### src/rtl/ibex_pkg_pext.sv
// Shared types for the packed-SIMD multiply sequencer: datapath modes, sequencer
// states and the decoded cycle-count encodings.
package ibex_pkg_pext;

  typedef enum logic [1:0] {
    M8X8   = 2'b00,
    M16X16 = 2'b01,
    M32X16 = 2'b10,
    M32X32 = 2'b11
  } mult_pext_mode_e;

  typedef enum logic [1:0] {
    IDLE = 2'b00,
    S1   = 2'b01,
    S2   = 2'b10
  } mult_pext_seq_state_e;

  // Decoded op length; 2'b10 is never produced by decode and is run as CNT_2C.
  localparam logic [1:0] CNT_1C  = 2'b00;
  localparam logic [1:0] CNT_2C  = 2'b01;
  localparam logic [1:0] CNT_ILL = 2'b10;
  localparam logic [1:0] CNT_3C  = 2'b11;

  function automatic logic [1:0] stage_of(mult_pext_seq_state_e s);
    case (s)
      S1:      return 2'd1;
      S2:      return 2'd2;
      default: return 2'd0;
    endcase
  endfunction

endpackage

### src/rtl/ibex_mult_pext_seq.sv
// Sequencer for multi-cycle packed-SIMD multiplies: steps IDLE -> S1 -> S2,
// captures partial products and flags the final (optionally accumulating) cycle.
//
// state | meaning
// IDLE  | waiting; single-cycle ops complete here
// S1    | second cycle of a 2- or 3-cycle op
// S2    | third cycle of a 3-cycle op
module ibex_mult_pext_seq
  import ibex_pkg_pext::*;
#(
  parameter int IMD_W = 34
) (
  input  logic             clk_i,
  input  logic             rst_i,
  input  logic             mult_en_i,
  input  logic [1:0]       cycle_count_i,
  input  logic [1:0]       mult_mode_i,
  input  logic             accum_i,
  input  logic [IMD_W-1:0] imd_val_d_i,
  output logic [1:0]       mult_mode_o,
  output logic [1:0]       stage_o,
  output logic             imd_we_o,
  output logic [IMD_W-1:0] imd_val_q_o,
  output logic             accum_en_o,
  output logic             mult_valid_o,
  output logic             busy_o
);

  mult_pext_seq_state_e state_q, state_d;
  mult_pext_mode_e      mode_q;
  logic [1:0]           cnt_q;
  logic                 accum_q;
  logic [IMD_W-1:0]     imd_val_q;
  logic                 accept;

  assign accept      = (state_q == IDLE) && mult_en_i && !rst_i;
  assign stage_o     = stage_of(state_q);
  assign busy_o      = (state_q != IDLE);
  assign imd_val_q_o = imd_val_q;

  always_ff @(posedge clk_i) begin
    if (rst_i) begin
      state_q   <= IDLE;
      cnt_q     <= CNT_1C;
      mode_q    <= M8X8;
      accum_q   <= 1'b0;
      imd_val_q <= '0;
    end else begin
      state_q <= state_d;
      if (accept) begin
        cnt_q   <= cycle_count_i;
        mode_q  <= mult_pext_mode_e'(mult_mode_i);
        accum_q <= accum_i;
      end
      if (imd_we_o) begin
        imd_val_q <= imd_val_d_i;
      end
    end
  end

  // Strobes are suppressed while rst_i is high so a reset mid-op never
  // produces a result or a partial-product write.
  always_comb begin
    state_d      = state_q;
    mult_mode_o  = 2'b00;
    imd_we_o     = 1'b0;
    accum_en_o   = 1'b0;
    mult_valid_o = 1'b0;
    case (state_q)
      IDLE: begin
        if (mult_en_i) begin
          mult_mode_o = mult_mode_i;
          if (!rst_i) begin
            if (cycle_count_i == CNT_1C) begin
              mult_valid_o = 1'b1;
              accum_en_o   = accum_i;
            end else begin
              imd_we_o = 1'b1;
              state_d  = S1;
            end
          end
        end
      end
      S1: begin
        mult_mode_o = mode_q;
        if (!mult_en_i) begin
          state_d = IDLE;
        end else if (cnt_q == CNT_3C) begin
          imd_we_o = !rst_i;
          state_d  = S2;
        end else begin
          mult_valid_o = !rst_i;
          accum_en_o   = accum_q && !rst_i;
          state_d      = IDLE;
        end
      end
      S2: begin
        mult_mode_o = mode_q;
        state_d     = IDLE;
        if (mult_en_i) begin
          mult_valid_o = !rst_i;
          accum_en_o   = accum_q && !rst_i;
        end
      end
      default: state_d = IDLE;
    endcase
  end

endmodule

### config.mk
export PLATFORM = sky130hd
export DESIGN_NAME = ibex_mult_pext_seq
export DESIGN_NICKNAME = d
export VERILOG_FILES = /design/src/rtl/ibex_pkg_pext.sv /design/src/rtl/ibex_mult_pext_seq.sv
export SDC_FILE = /design/constraint.sdc
export NUM_CORES = 1
export LEC_CHECK = 0
export CAP_MARGIN = 0
export CORE_MARGIN = 2
export CORE_UTILIZATION = 50
export DETAILED_ROUTE_END_ITERATION = 6
export DONT_BUFFER_PORTS = 1
export PLACE_DENSITY = 0.73
export SLEW_MARGIN = 20
export SYNTH_ARGS = -nofsm -noshare
export SYNTH_HDL_FRONTEND = slang
export SYNTH_SLANG_ARGS = --single-unit
### constraint.sdc
create_clock -name clk_i -period 5.2 [get_ports clk_i]
set_input_delay 1.04 -clock clk_i [delete_from_list [all_inputs] [get_ports clk_i]]
set_output_delay 1.04 -clock clk_i [all_outputs]
set_load 0.02 [all_outputs]
==> impl_results.md, run 1 <==
- Status: complete, no violations
- Hold Vio Cnt, Final: 0
- Global-route usage over all layers: 0.163
- Slew Viols, Final: 0
- Ys async rst share: 0
- Source of the critical timing path: state_q[1]
- Post-cts resize count: 0
- Post-DP HPWL: 2500 microns
- Max-Cap Viols: 0
- Layout cell share with drive strength beyond 1: 0.277
- Reg2Reg Depth: 5
- Final Setup Violations: 0
- Max-slew headroom: 0.338
- Critical path's most frequent cell: inv_1
- Die height: 66.1 microns
- Hold Buf Count CTS: 0
- Antenna cells: 0
- RSZ-0062 raised after global routing: no
- Comb pwr share: 0.119
- DR WL/cell: 16.1 microns
- Worst hold start: mode_q[1]
- Rows: 22
- Post-synth net total: 216
- Postcts setup bufs: 0
- Largest net degree at the start of global routing: 44
- Static Leakage: 0.887 nW
- Worst Tran Pin Value: 0.994 ns
- Achievable Freq: 282 MHz
- Hold Path Stages: 2
- Final Util: 0.535
- Initial Utilization: 0.523
- Core Region: 0.00369 sq mm
- Top cell type's share of synthesized area: 0.426
- Yosys reg bits: 41
- Initial antenna violation count: 0
- Fin crit share: 0.683
- Critical Path, Cell by Cell: inv_1 > ha_1 > a21boi_2 > a2111o_2 > inv_1
- Via count: 1139
- Class of the worst hold path: register to register
- Clock transition at the registers of the reported paths: 0.07 ns
- Distinct cells, synth: 24
- Average size of a mapped cell: 11.5 sq um
- Crit path kind: register to output pin
- Pre-antenna DRT Iters: 4
- Final Skew: 0.00633 ns
- Crit-path slowest cell: a2111o_2
- P&R area growth vs syn: 2.34%
- Top FF cell, synth: dfxtp_1
- Sequential area share after synthesis: 0.426
- Vias in the first global route: 1177
- Hold WS: 0.452 ns
- P_int: 0.000478 W
- Peak VDD IR: 194 uV
- Syn Inst Count: 168
- Width of the die: 66.1 microns
- Clock sinks: 41
- WL final: 3450 microns
- Bufs on Longest Clock Path: 2
- Die area: 0.00437 sq mm
- Root Driver: clkbuf_8
- CTS tree: done
- Setup tns final: 0 ns
- Drt initial violations: 46
- Crit path launch type: register
- Switch share: 0.273
- Crit Path Max Fanout: 35
- Synth area leader: dfxtp_1
- Antenna-violating nets left: 0
- Worst EP required: 4.16 ns
- Number of synthesized flops with an enable pin: 0
- Register share of total power: 0.579
- H-Tree Depth: 2
- Global-route wire length before repair: 5400 microns
- P_sw: 0.000179 W
- Syn. warnings: 0
- Synth top area cells: dfxtp_1, mux2_4, nor2b_1
- Gr ovfl total: 0
- Drt via density: 5.32
- CP peak stage delay: 0.83 ns
- WP data arrival: 2.51 ns
- CTS Buf Count: 5
- Ports: 84
- RD Place Congestion: 0.848
- CP endpoint kind: output pin
- IO Port Bufs: 0
- Period minus WS final: 3.55 ns
- Worst skew pair latency: 0.29 ns
- Clock power share: 0.302
- Remaining DRCs: 0
- Power density over the cells: 333 mW/mm^2
- Reg-to-Reg Start: state_q[1]
- Post-Syn Area: 0.00193 sq mm
- Nets@finish: 213
==> area by class of cell <==
cell class / count / area (sq um)
Clock buffer: 5 / 68.8
Tap cell: 48 / 60.1
Inverter: 6 / 22.5
Sequential cell: 41 / 821
Fill cell: 322 / 1720
Clock inverter: 3 / 17.5
Multi-Input combinational cell: 111 / 983
==> routing by layer <==
metal	GRT usage	routed length [microns]	vias up
met1	0.158	1350	529
li1	-	-	551
met2	0.288	1690	55
met5	0	0	-
met4	0.0612	34	0
met3	0.0886	387	4
==> cell families (layout without fill, tap and decap cells) <==
family          after synthesis  in the layout  synth area share
buf+inv                      16             14            0.0649
fa+ha+maj                     6              6            0.0389
compound gates               18             18            0.0597
simple gates                 53             53             0.156
mux                          34             34             0.255
flops                        41             41             0.426
==> layout by cell type, fill, tap and decap left out <==
cell | netlist | routed
o21ai_0 | 2 | 2
clkbuf_8 | 0 | 5
nand4_1 | 1 | 1
nand3_1 | 6 | 6
o21ai_2 | 1 | 1
o211ai_1 | 1 | 1
a211oi_1 | 1 | 1
nor2_1 | 2 | 2
ha_1 | 6 | 6
a21o_2 | 1 | 1
nor3b_1 | 1 | 1
clkinvlp_4 | 0 | 1
a21boi_2 | 1 | 1
dfxtp_1 | 41 | 41
a21oi_1 | 10 | 10
nand2_1 | 8 | 8
inv_1 | 6 | 6
nand2b_1 | 1 | 1
a2111o_2 | 0 | 1
mux2_2 | 5 | 5
clkinv_2 | 0 | 2
mux2_4 | 29 | 29
nor2b_1 | 34 | 34
==> power groups by stage <==
stage | Combinational, W | Sequential, W | Clock, W
floorplan | 0.0000827 | 0.000382 | 0
global placement | 0.0000749 | 0.000387 | 0
finish | 0.0000779 | 0.000381 | 0.000198
CTS | 0.0000787 | 0.000381 | 0.000204
global route | 0.0000851 | 0.000383 | 0.000215
detailed placement | 0.0000783 | 0.000388 | 0
==> registers in the layout, summed over array words and instances, names as in the netlist <==
signal,count
mode_q,2
accum_q,1
cnt_q,2
state_q,2
imd_val_q_o,34
==> cells in the mapped netlist, types with 2 or more instances <==
cell / number
mux2_2: 5
ha_1: 6
buf_12: 3
dfxtp_1: 41
nor2_1: 2
buf_6: 2
mux2_4: 29
nand2_1: 8
inv_1: 6
o21ai_0: 2
nor2b_1: 34
nand3_1: 6
clkbuf_1: 4
a21oi_1: 10
==> worst max-delay path: cells and delay by family, from the launching register on <==
kind	cells	cell delay (ns)
buffers and inverters	2	0.42
adders and majority gates	1	0.30
AOI/OAI and AO/OA	2	1.05
DFF	1	0.44
==> metrics by stage <==
step / cells / setup WS, ns / cell area [sq um] / power (W)
after global placement: 206 / 1.89 / 1890 / 0.000462
after floorplan: 168 / 2.20 / 1930 / 0.000465
after global routing: 214 / 1.50 / 1970 / 0.000684
after detailed placement: 206 / 1.86 / 1890 / 0.000466
after CTS: 214 / 1.62 / 1970 / 0.000664
final: 214 / 1.65 / 1970 / 0.000657
==> final timing paths <==
| kind | slack (ns) | end |
|---|---|---|
| hold reg to reg | 0.45 | mode_q[1] |
| hold / removal | 0.45 | mode_q[1] |
| setup / recovery | 1.65 | imd_we_o |
| setup reg to reg | 2.72 | imd_val_q_o[3] |
(Power assumes the default switching activity.)
==> inputs of run 2 (changes only) <==
Settings changed: PLACE_DENSITY 0.73 to 0.76.
Clock period 5.2 ns to 2.95 ns, I/O delays scaled along.
==> impl_results.md, run 2 (synthesis results as in run 1) <==
- Achievable Freq: 390 MHz
- Max-slew headroom: 0.688
- Slew Viols, Final: 0
- CP endpoint kind: output pin
- Root Driver: clkbuf_8
- Largest net degree at the start of global routing: 44
- Hold Path Sink: cnt_q[1]
- Power density over the cells: 583 mW/mm^2
- Max-Cap Viols: 0
- Drt via density: 5.36
- Worst Tran Pin Value: 0.469 ns
- Worst EP required: 2.36 ns
- Met3 WL: 351 microns
- Fin crit share: 0.870
- Most frequent cells in the layout: dfxtp_1, nor2b_1, mux2_4
- Rows: 22
- Core Region: 0.00369 sq mm
- RD Place Congestion: 0.767
- Peak VDD IR: 332 uV
- Static Leakage: 0.895 nW
- Crit-path slowest cell: a2111o_2
- Initial antenna violation count: 0
- Worst hold start: rst_i
- Nets@finish: 215
- DR WL/cell: 16.7 microns
- Antenna cells: 0
- Pre-antenna DRT Iters: 4
- CP top delay family: compound AO/OA/AOI/OAI gates
- CTS tree: done
- Worst skew pair latency: 0.29 ns
- R2R Path End: imd_val_q_o[9]
- Commonest non-fill, non-tap cell in the layout: dfxtp_1
- H-Tree Depth: 2
- Status: complete, no violations
- Gr ovfl total: 0
- Wire length on met1: 1380 microns
- Reg2Reg Depth: 6
- Bufs on Longest Clock Path: 2
- Crit path kind: register to output pin
- Final setup margin: 0.384 ns
- Worst path bufs/invs: 2
- DR WL met2: 1800 microns
- Layout cell share with drive strength beyond 1: 0.286
- CTS Buf Count: 5
- Remaining DRCs: 0
- P&R area growth vs syn: 3.12%
- WP data arrival: 1.98 ns
- Reg2reg setup slack: 0.75 ns
- CP peak stage delay: 0.47 ns
- Setup tns final: 0 ns
- Ports: 84
- Clock transition at the registers of the reported paths: 0.07 ns
- Width of the die: 66.1 microns
- Global-route wire length before repair: 5600 microns
- Period minus WS final: 2.57 ns
- RSZ-0062 raised after global routing: no
- Hold Vio Cnt, Final: 0
- Die area: 0.00437 sq mm
- Critical path's most frequent cell: inv_1
- Die height: 66.1 microns
- Largest register FFs: 34
- Initial Utilization: 0.523
- Drt initial violations: 30
- Antenna-violating nets left: 0
- Hold Path Stages: 1
- IO Port Bufs: 0
- Via count: 1157
- Post-cts resize count: 0
- Post-DP HPWL: 2700 microns
- Clock sinks: 41
- Final Setup Violations: 0
- Crit Path Max Fanout: 6
- Top sig layer: met4
- Fill cells: 324
- Pre-CTS setup slack: 0.688 ns
- Vias in the first global route: 1281
- Final Skew: 0.00629 ns
- Crit path launch type: register
- WL final: 3600 microns
- Class of the worst hold path: primary input to register
- Global-route usage over all layers: 0.171
- Critical Path, Cell by Cell: inv_1 > ha_1 > a21boi_2 > a2111o_2 > inv_1
- Reg-to-Reg Start: state_q[1]
- Hold Buf Count CTS: 0
- Postcts setup bufs: 0
## run 2: cell count changes in the layout (fill, tap and decap cells not counted), sizes merged
cell  before  now
buf        0    2
## run 2: metal layers
layer / vias to the layer above / track usage
li1: 557 / -
met1: 532 / 0.177
met2: 61 / 0.299
met3: 7 / 0.0750
met4: 0 / 0.0689
met5: - / 0
## run 2: cell type report
class / count / area, sq um / share of cell area
Timing Repair Buffer: 2 / 15.0 / 0.00755
Sequential cell: 41 / 821 / 0.413
Tap cell: 48 / 60.1 / 0.0302
Inverter: 6 / 22.5 / 0.0113
Clock buffer: 5 / 68.8 / 0.0346
Clock inverter: 3 / 17.5 / 0.00881
Multi-Input combinational cell: 111 / 983 / 0.495
## run 2: worst max path at each step
stage | start | to | slack, ns | depth (start not counted)
2_1_floorplan | state_q[1] | imd_we_o | 0.60 | 7
3_3_place_gp | state_q[1] | imd_we_o | 0.75 | 5
3_5_place_dp | state_q[1] | imd_we_o | 0.69 | 5
4_1_cts | state_q[1] | imd_we_o | 0.36 | 5
5_1_grt | state_q[1] | imd_we_o | 0.28 | 5
6_report | state_q[1] | imd_we_o | 0.38 | 5
## run 2: metrics by stage
| step | hold slack, ns | cell area (sq um) | instances | total power, W | util |
|---|---|---|---|---|---|
| floorplan | 0.437 | 1930 | 168 | 0.000820 | - |
| global placement | 0.442 | 1900 | 208 | 0.000815 | 0.516 |
| detailed placement | 0.452 | 1900 | 208 | 0.000824 | 0.516 |
| CTS | 0.356 | 1990 | 216 | 0.00117 | 0.539 |
| global route | 0.351 | 1990 | 216 | 0.00122 | 0.539 |
| finish | 0.372 | 1990 | 216 | 0.00116 | 0.539 |
## run 2: report_power, final
part	leakage (nW)	switching [W]	total (W)	internal, W
clock network	0.0439	0.000186	0.000349	0.000163
logic	0.515	0.0000564	0.000139	0.0000825
registers	0.337	0.0000741	0.000671	0.000597
total	0.895	0.000317	0.00116	0.000842
